## config.mk

```make
export PLATFORM = sky130hd
export DESIGN_NAME = load_data_unit
export DESIGN_NICKNAME = d
export VERILOG_FILES = /design/src/rtl/load_data_unit.sv
export SDC_FILE = /design/constraint.sdc
export NUM_CORES = 1
export LEC_CHECK = 0
export CELL_PAD_IN_SITES_DETAIL_PLACEMENT = 1
export CELL_PAD_IN_SITES_GLOBAL_PLACEMENT = 1
export CORE_MARGIN = 2
export CORE_UTILIZATION = 39
export DETAILED_ROUTE_END_ITERATION = 8
export HOLD_SLACK_MARGIN = 0.03
export PLACE_DENSITY_LB_ADDON = 0.1
export SETUP_SLACK_MARGIN = 0.1
export SYNTH_ARGS = -nofsm -noshare
export SYNTH_HDL_FRONTEND = slang
export SYNTH_SLANG_ARGS = --single-unit
```

## constraint.sdc

```tcl
create_clock -name clk -period 3.75 [get_ports clk]
set_input_delay 0.75 -clock clk [delete_from_list [all_inputs] [get_ports clk]]
set_output_delay 0.75 -clock clk [all_outputs]
set_load 0.02 [all_outputs]
```

## src/rtl/load_data_unit.sv

```systemverilog
// Sequential load path: one request at a time, one or two aligned bus reads,
// beat merge for boundary-crossing accesses, zero/sign extension of the result.
package CorePack;
  typedef enum logic [2:0] {
    MEM_B, MEM_UB, MEM_H, MEM_UH, MEM_W, MEM_UW, MEM_D, MEM_NO
  } mem_op_enum;

  typedef enum logic [2:0] {
    S_IDLE, S_REQ0, S_WAIT0, S_REQ1, S_WAIT1, S_DRAIN, S_RESP
  } ldu_state_e;
endpackage

// Handshakes: a transfer happens on a rising edge where valid and ready are both
// high; valid and its payload stay stable until that edge. mem_rvalid has no ready.
module load_data_unit
  import CorePack::*;
#(
  parameter int DATA_W           = 64,
  parameter int ADDR_W           = 64,
  parameter bit ALLOW_MISALIGNED = 1'b1
) (
  input  logic              clk,
  input  logic              rstn,
  input  logic              req_valid,
  output logic              req_ready,
  input  logic [ADDR_W-1:0] req_addr,
  input  mem_op_enum        req_op,
  input  logic              flush,
  output logic              mem_req_valid,
  input  logic              mem_req_ready,
  output logic [ADDR_W-1:0] mem_req_addr,
  input  logic              mem_rvalid,
  input  logic [DATA_W-1:0] mem_rdata,
  output logic              rsp_valid,
  input  logic              rsp_ready,
  output logic [DATA_W-1:0] rsp_data,
  output logic              rsp_fault,
  output ldu_state_e        dbg_state
);

  localparam int BYTES = DATA_W / 8;
  localparam int OFF_W = $clog2(BYTES);
  localparam int DW2   = 2 * DATA_W;

  function automatic logic [3:0] op_size(input mem_op_enum op);
    case (op)
      MEM_B, MEM_UB: op_size = 4'd1;
      MEM_H, MEM_UH: op_size = 4'd2;
      MEM_W, MEM_UW: op_size = 4'd4;
      MEM_D:         op_size = 4'd8;
      default:       op_size = 4'd0;
    endcase
  endfunction

  function automatic logic op_signed(input mem_op_enum op);
    op_signed = (op == MEM_B) || (op == MEM_H) || (op == MEM_W) || (op == MEM_D);
  endfunction

  // MEM_NO has size 0, so it merges to all zeros without a special case.
  function automatic logic [DATA_W-1:0] merge_beats(input logic [DW2-1:0] cat,
                                                    input logic [OFF_W-1:0] off,
                                                    input mem_op_enum op);
    logic [DW2-1:0]    sh;
    logic [DATA_W-1:0] res;
    logic              top;
    int                nbits;
    sh    = cat >> {off, 3'b000};
    nbits = 8 * int'(op_size(op));
    top   = 1'b0;
    res   = '0;
    for (int i = 0; i < DATA_W; i++) begin
      if (i == nbits - 1) top = sh[i];
    end
    for (int i = 0; i < DATA_W; i++) begin
      if (i < nbits) res[i] = sh[i];
      else           res[i] = top & op_signed(op);
    end
    return res;
  endfunction

  ldu_state_e        state_q, state_d;
  mem_op_enum        op_q, op_d;
  logic [OFF_W-1:0]  off_q, off_d;
  logic              cross_q, cross_d;
  logic [DATA_W-1:0] beat0_q, beat0_d;
  logic [DATA_W-1:0] beat1_q, beat1_d;
  logic [ADDR_W-1:0] mem_addr_q, mem_addr_d;
  logic              rsp_fault_q, rsp_fault_d;

  logic [OFF_W-1:0]  req_off;
  logic [4:0]        req_span;
  logic              req_cross;
  logic              req_bad;
  logic [ADDR_W-1:0] req_aligned;

  always_comb begin
    req_off     = req_addr[OFF_W-1:0];
    req_span    = 5'(req_off) + 5'(op_size(req_op));
    req_cross   = req_span > 5'(BYTES);
    req_bad     = (req_cross && !ALLOW_MISALIGNED) || (req_op == MEM_D && DATA_W == 32);
    req_aligned = {req_addr[ADDR_W-1:OFF_W], {OFF_W{1'b0}}};
  end

  always_comb begin
    state_d     = state_q;
    op_d        = op_q;
    off_d       = off_q;
    cross_d     = cross_q;
    beat0_d     = beat0_q;
    beat1_d     = beat1_q;
    mem_addr_d  = mem_addr_q;
    rsp_fault_d = rsp_fault_q;
    case (state_q)
      S_IDLE: begin
        // A flush in IDLE suppresses acceptance for that cycle.
        if (req_valid && !flush) begin
          op_d        = req_op;
          off_d       = req_off;
          cross_d     = req_cross;
          rsp_fault_d = 1'b0;
          if (req_op == MEM_NO || req_bad) begin
            beat0_d     = '0;
            beat1_d     = '0;
            rsp_fault_d = (req_op != MEM_NO);
            state_d     = S_RESP;
          end else begin
            mem_addr_d = req_aligned;
            state_d    = S_REQ0;
          end
        end
      end
      S_REQ0: begin
        if (mem_req_ready) state_d = flush ? S_DRAIN : S_WAIT0;
        else if (flush)    state_d = S_IDLE;
      end
      S_WAIT0: begin
        if (mem_rvalid) begin
          if (flush) begin
            state_d = S_IDLE;
          end else if (cross_q) begin
            beat0_d    = mem_rdata;
            mem_addr_d = mem_addr_q + ADDR_W'(BYTES);
            state_d    = S_REQ1;
          end else begin
            beat0_d = mem_rdata;
            beat1_d = '0;
            state_d = S_RESP;
          end
        end else if (flush) begin
          state_d = S_DRAIN;
        end
      end
      S_REQ1: begin
        if (mem_req_ready) state_d = flush ? S_DRAIN : S_WAIT1;
        else if (flush)    state_d = S_IDLE;
      end
      S_WAIT1: begin
        if (mem_rvalid) begin
          if (flush) begin
            state_d = S_IDLE;
          end else begin
            beat1_d = mem_rdata;
            state_d = S_RESP;
          end
        end else if (flush) begin
          state_d = S_DRAIN;
        end
      end
      S_DRAIN: begin
        if (mem_rvalid) state_d = S_IDLE;
      end
      S_RESP: begin
        if (flush || rsp_ready) state_d = S_IDLE;
      end
      default: state_d = S_IDLE;
    endcase
  end

  always_ff @(posedge clk or negedge rstn) begin
    if (!rstn) begin
      state_q     <= S_IDLE;
      op_q        <= MEM_B;
      off_q       <= '0;
      cross_q     <= 1'b0;
      beat0_q     <= '0;
      beat1_q     <= '0;
      mem_addr_q  <= '0;
      rsp_fault_q <= 1'b0;
    end else begin
      state_q     <= state_d;
      op_q        <= op_d;
      off_q       <= off_d;
      cross_q     <= cross_d;
      beat0_q     <= beat0_d;
      beat1_q     <= beat1_d;
      mem_addr_q  <= mem_addr_d;
      rsp_fault_q <= rsp_fault_d;
    end
  end

  assign req_ready     = (state_q == S_IDLE);
  assign mem_req_valid = (state_q == S_REQ0) || (state_q == S_REQ1);
  assign mem_req_addr  = mem_addr_q;
  assign rsp_valid     = (state_q == S_RESP);
  assign rsp_fault     = rsp_fault_q;
  assign rsp_data      = merge_beats({beat1_q, beat0_q}, off_q, op_q);
  assign dbg_state     = state_q;

endmodule

```

# [Word level (Yosys, flattened, before mapping)]
# Cells that the tools add are included.
[totals] ff_bits=203 wordCells=358
[classes] add_sub_neg=3 order_cmp=65 n_eq_ne=94 n_shift=1 n_mux=162 bitwise=1 n_reduce_logical=24
[op_table] op="$mux 64" n=12
[op_table] op="$eq 7x8->1 const A" n=32
[op_table] op="$pmux 64 s2" n=2
[op_table] op="$lt 6x7->1 const A" n=32
[op_table] op="$pmux 64 s3" n=1
[op_table] op="$mux 1" n=130
[op_table] op="$eq 6x8->1 const A" n=16
[op_table] op="$shr 128x6->64" n=1
[op_table] op="$lt 5x7->1 const A" n=16
[op_table] op="$add 64x4->64 const B" n=1
[op_table] op="$eq 5x8->1 const A" n=8
[op_table] op="$lt 4x7->1 const A" n=8
[op_table] op="$mux 3" n=14
[op_table] op="$eq 4x8->1 const A" n=4
[op_table] op="$logic_not 32->1" n=1
[op_table] op="$pmux 4 s4" n=2
[op_table] op="$eq 3x3->1 const B" n=10
[op_table] op="$lt 3x7->1 const A" n=4
[op_table] op="$pmux 3 s7" n=1
[op_table] op="$eq 3x2->1 const B" n=6
[op_table] op="$eq 3x8->1 const A" n=2
[op_table] op="$ne 2x2->1 const B" n=8
[op_table] op="$lt 1x7->1 const A" n=2
[op_table] op="$lt 2x7->1 const A" n=2
[op_table] op="other kinds (20)" n=35

# [Depth between registers and ports, before layout]
[logic_depth] ltp_word=71 ltp_mapped=11 depth_no_buf=10

# [Worst setup path after synthesis]
# No wires, ideal clock.
[synth_timing] path_type="flip-flop to output port" startpoint="register off_q[0]" endpoint="output rsp_data[62]" arrival_ps=2390 slack_ps=610 path_stages_with_launch=6 n_path_buf=3 cell_sequence="dfrtp_1 -> clkbuf_1 -> buf_2 -> buf_1 -> mux4_2 -> o21ai_0"
[synth_via] elab_chain_cells=67
[synth_rtl] element="start: declaration" line_no="83" source="logic [OFF_W-1:0] off_q, off_d;"
[synth_rtl] element="start signal: assignment" line_no="183" source="off_q <= '0;"
[synth_rtl] element="start signal: assignment" line_no="192" source="off_q <= off_d;"
[synth_rtl] element="$shr 128x6->64 (*)" line_no="67" source="sh = cat >> {off, 3'b000};"
[synth_rtl] element="$mux 1 (64 in series)" line_no="72" source="if (i == nbits - 1) top = sh[i];"
[synth_rtl] element="$and 1x1->1" line_no="76" source="else res[i] = top & op_signed(op);"
[synth_rtl] element="$mux 1 (*)" line_no="75" source="if (i < nbits) res[i] = sh[i];"
[synth_rtl] element="end: declaration" line_no="36" source="output logic [DATA_W-1:0] rsp_data,"
# Mark *: on every way between the ends. The rest lies on a longest branch, timed or not.

# [Final worst setup path]
[layout_timing] startpoint="register off_q[1]" endpoint="output rsp_data[40]"
# The elaborated chain is that of the path after synthesis.

==> results.py <==
metrics = {
    "status": {
        "run_status": "completed",
    },
    "drt": {
        "vias_per_cell": 6.06,
        "num_vias": 11969,
        "drc": 0,
        "wl_per_cell_um": 23.5,
        "drt_wl_total_um": 46300,
        "ant_nets": 0,
        "drt_iter0_drc": 964,
        "first_pass_iters": 5,
    },
    "power": {
        "power_density_nw_per_um2": 964,
        "ir_worst_vdd_mv": 0.519,
        "p_leak_nw": 6.65,
    },
    "cells_and_area": {
        "area_delta_synth_final_pct": 33.3,
        "layout-drive-gt1-share_pct": 17.1,
        "stdcell_count": 1975,
        "fillers": 3521,
        "fin_nets": 1709,
        "layout_common_cells": "clkdlybuf4s50_1 (203), nand2_1 (188), dfrtp_1 (186)",
        "final_common_cell": "clkdlybuf4s50_1",
    },
    "place": {
        "port_buffers": 268,
        "routabilityCongestion": 0.868,
        "dp_slack_ps": 76.6,
        "place_hpwl_um": 32400,
        "dp_cells": 1924,
    },
    "synth": {
        "synth_cell_types": 69,
        "synthCells": 1336,
        "avgSynthCellArea_um2": 9.42,
        "ys_warn_count": 0,
        "ys.flop_type": "dfrtp_1",
        "synth-seq-area-share_pct": 38.0,
        "ys_ff_latch": 191,
        "syn-cell-area_um2": 12600,
        "async_flop_share_pct": 100,
        "synth-edff-count": 0,
    },
    "sta": {
        "tightestPinTransition_ps": 900,
        "maxSlewViolCount": 0,
        "min_period_ps": 3680,
        "grt_setup_unrepaired": "true",
        "post-route-period-util_pct": 98.1,
        "fmax_ghz": 0.272,
        "skew_ps": 14.9,
        "hold_ws_ps": 383,
        "finalHoldViolations": 0,
        "setup_viol": 0,
        "worst_slack_ps": 72.9,
        "relSlewSlack_pct": 39.8,
    },
    "clocking": {
        "clk_latency_ps": 460,
        "hold_buffers": 0,
        "htree_levels": 4,
        "clkSlewWorstSetupHoldPaths_ps": 90,
        "cts_tree": "built",
        "clock_sinks": 191,
        "cts-root-buf": "clkbuf_16",
        "numCtsBuffers": 17,
        "clock_path_buffers": 2,
    },
    "critical_path": {
        "crit_type": "register to output port",
        "r2r_slack_ps": 860,
        "critPathBufInv": 3,
        "critPathArrivalTime_ps": 2930,
        "end_kind": "output port",
        "crit_family": "multiplexers",
        "crit_required_ps": 3000,
        "critPathSlowestCell": "dfrtp_4",
        "reg2reg_to": "mem_req_addr[32]",
        "worst_setup_path_start_kind": "register",
        "r2r_start": "dbg_state[0]",
        "worstRegToRegCells": 8,
        "crit_fanout": 32,
        "crit_path_max_incr_delay_ps": 520,
        "crit_chain": "mux2_2 -> mux4_2 -> nand3_2 -> o311ai_4 -> o221ai_4 -> buf_4 -> buf_12 -> o21ai_0 -> buf_2",
        "path_depth": 9,
    },
    "grt": {
        "grt_pass1_vias": 12111,
        "grt_overflow": 0,
        "grt_usage_pct": 27.5,
        "grt_max_degree": 113,
        "antenna_found_initial": 8,
        "grt_pass1_wl_um": 72100,
    },
    "die": {
        "dieWidth_um": 184,
        "die_y_um": 184,
        "rows": 65,
        "core_area_um2": 31600,
        "io_pins": 273,
        "initial_core_util_pct": 39.8,
        "dieArea_um2": 33700,
    },
    "worst_hold_path": {
        "hp-class": "input pin to async pin",
    },
    "job": {
        "cap_violations": 0,
    },
}
[sequential cells by signal, summed over array words and instances, names as in the netlist]
signal        flops
dbg_state         3
beat0_q          64
cross_q           1
op_q              3
beat1_q          56
mem_req_addr     61
off_q             3
[routing by layer]
metal  up-vias  global-route usage [%]  share of wire (%)
met2       372                    43.1                 47
met3        39                    7.03                7.0
met1      6065                    38.9                 45
met5         -                       0               0.19
met4        12                    5.06               0.79
li1       5481                       -                  -
[worst max path at each step]
stage / slack [ps] / end / from
after floorplan: 610 / rsp_data[62] / off_q[0]
after global placement: 190 / rsp_data[3] / off_q[1]
after detailed placement: 80 / rsp_data[12] / off_q[1]
after CTS: 100 / rsp_data[4] / off_q[1]
after global routing: -40 / rsp_data[40] / off_q[1]
final: 70 / rsp_data[40] / off_q[1]
[what timing repair did]
item                       4_1_cts  5_1_grt
gates resized for setup        343       62
pin swaps                        3        9
setup buffers                    7        4
hold endpoints to repair         0        0
cloned                           3        2
setup endpoints to repair       64       63
[layout make-up]
type,count,area [um^2],share of cell area (%)
multi-input combinational,1011,7610,45.4
sequential,191,4790,28.6
timing repair buffer,319,3160,18.9
tap,402,503,3.00
clock buffer,17,425,2.54
clock inverter,15,211,1.26
inverter,17,63.8,0.381
antenna,3,7.51,0.0448
[worst reg2reg max path: cells and delay by family (launching register included)]
kind                   cells  cell delay, ps
AO/OA/AOI/OAI              1             430
AND/OR/NAND/NOR            5            1400
buffers and inverters      2             410
flip-flops                 1             580
[cell usage after synthesis (8+ instances only)]
master | number | area share, %
a211oi_1 | 15 | 0.89
a21oi_1 | 59 | 2.3
a22o_1 | 65 | 4.5
a2bb2oi_1 | 10 | 0.70
and2_1 | 8 | 0.40
and3_1 | 21 | 1.0
and4_1 | 10 | 0.70
buf_1 | 8 | 0.24
buf_2 | 35 | 1.4
clkbuf_1 | 70 | 2.1
dfrtp_1 | 191 | 38
ha_1 | 13 | 1.3
inv_1 | 17 | 0.51
mux2_2 | 10 | 0.89
mux2i_1 | 104 | 8.3
mux4_2 | 58 | 10
nand2_1 | 188 | 5.6
nand3_1 | 40 | 1.6
nand4_1 | 20 | 0.99
nor2_1 | 59 | 1.8
nor3_1 | 28 | 1.1
o21ai_0 | 135 | 5.4
o22ai_1 | 49 | 2.4
or3_1 | 12 | 0.60
[cells by family after synthesis]
family                     after synthesis  synth area share (%)
AOI/OAI and AO/OA                      392                  20.0
xor gates and xnor gates                 1                0.0696
and+or+nand+nor                        427                  16.2
adders and majority gates               15                  1.53
DFF                                    191                  38.0
other                                    1                0.0298
muxes                                  172                  19.5
buffers and inverters                  137                  4.64
[through the flow]
stage / total power, mW / setup TNS (ps) / cell area [um^2] / util [%]
after floorplan: 9.37 / 0 / 12600 / -
after global placement: 13.0 / 0 / 15700 / 49.6
after detailed placement: 13.2 / 0 / 15700 / 49.6
after CTS: 15.5 / 0 / 16400 / 52.0
after global routing: 17.1 / -221 / 16800 / 53.0
final: 16.2 / 0 / 16800 / 53.0
[where the power goes]
group	total (mW)	internal (mW)	leakage, nW	switching, mW
Clock	1.98	0.938	0.306	1.04
Sequential	4.03	2.92	2.44	1.11
Combinational	10.2	4.59	3.90	5.57
Total	16.2	8.44	6.65	7.72
(Power assumes the default switching activity.)
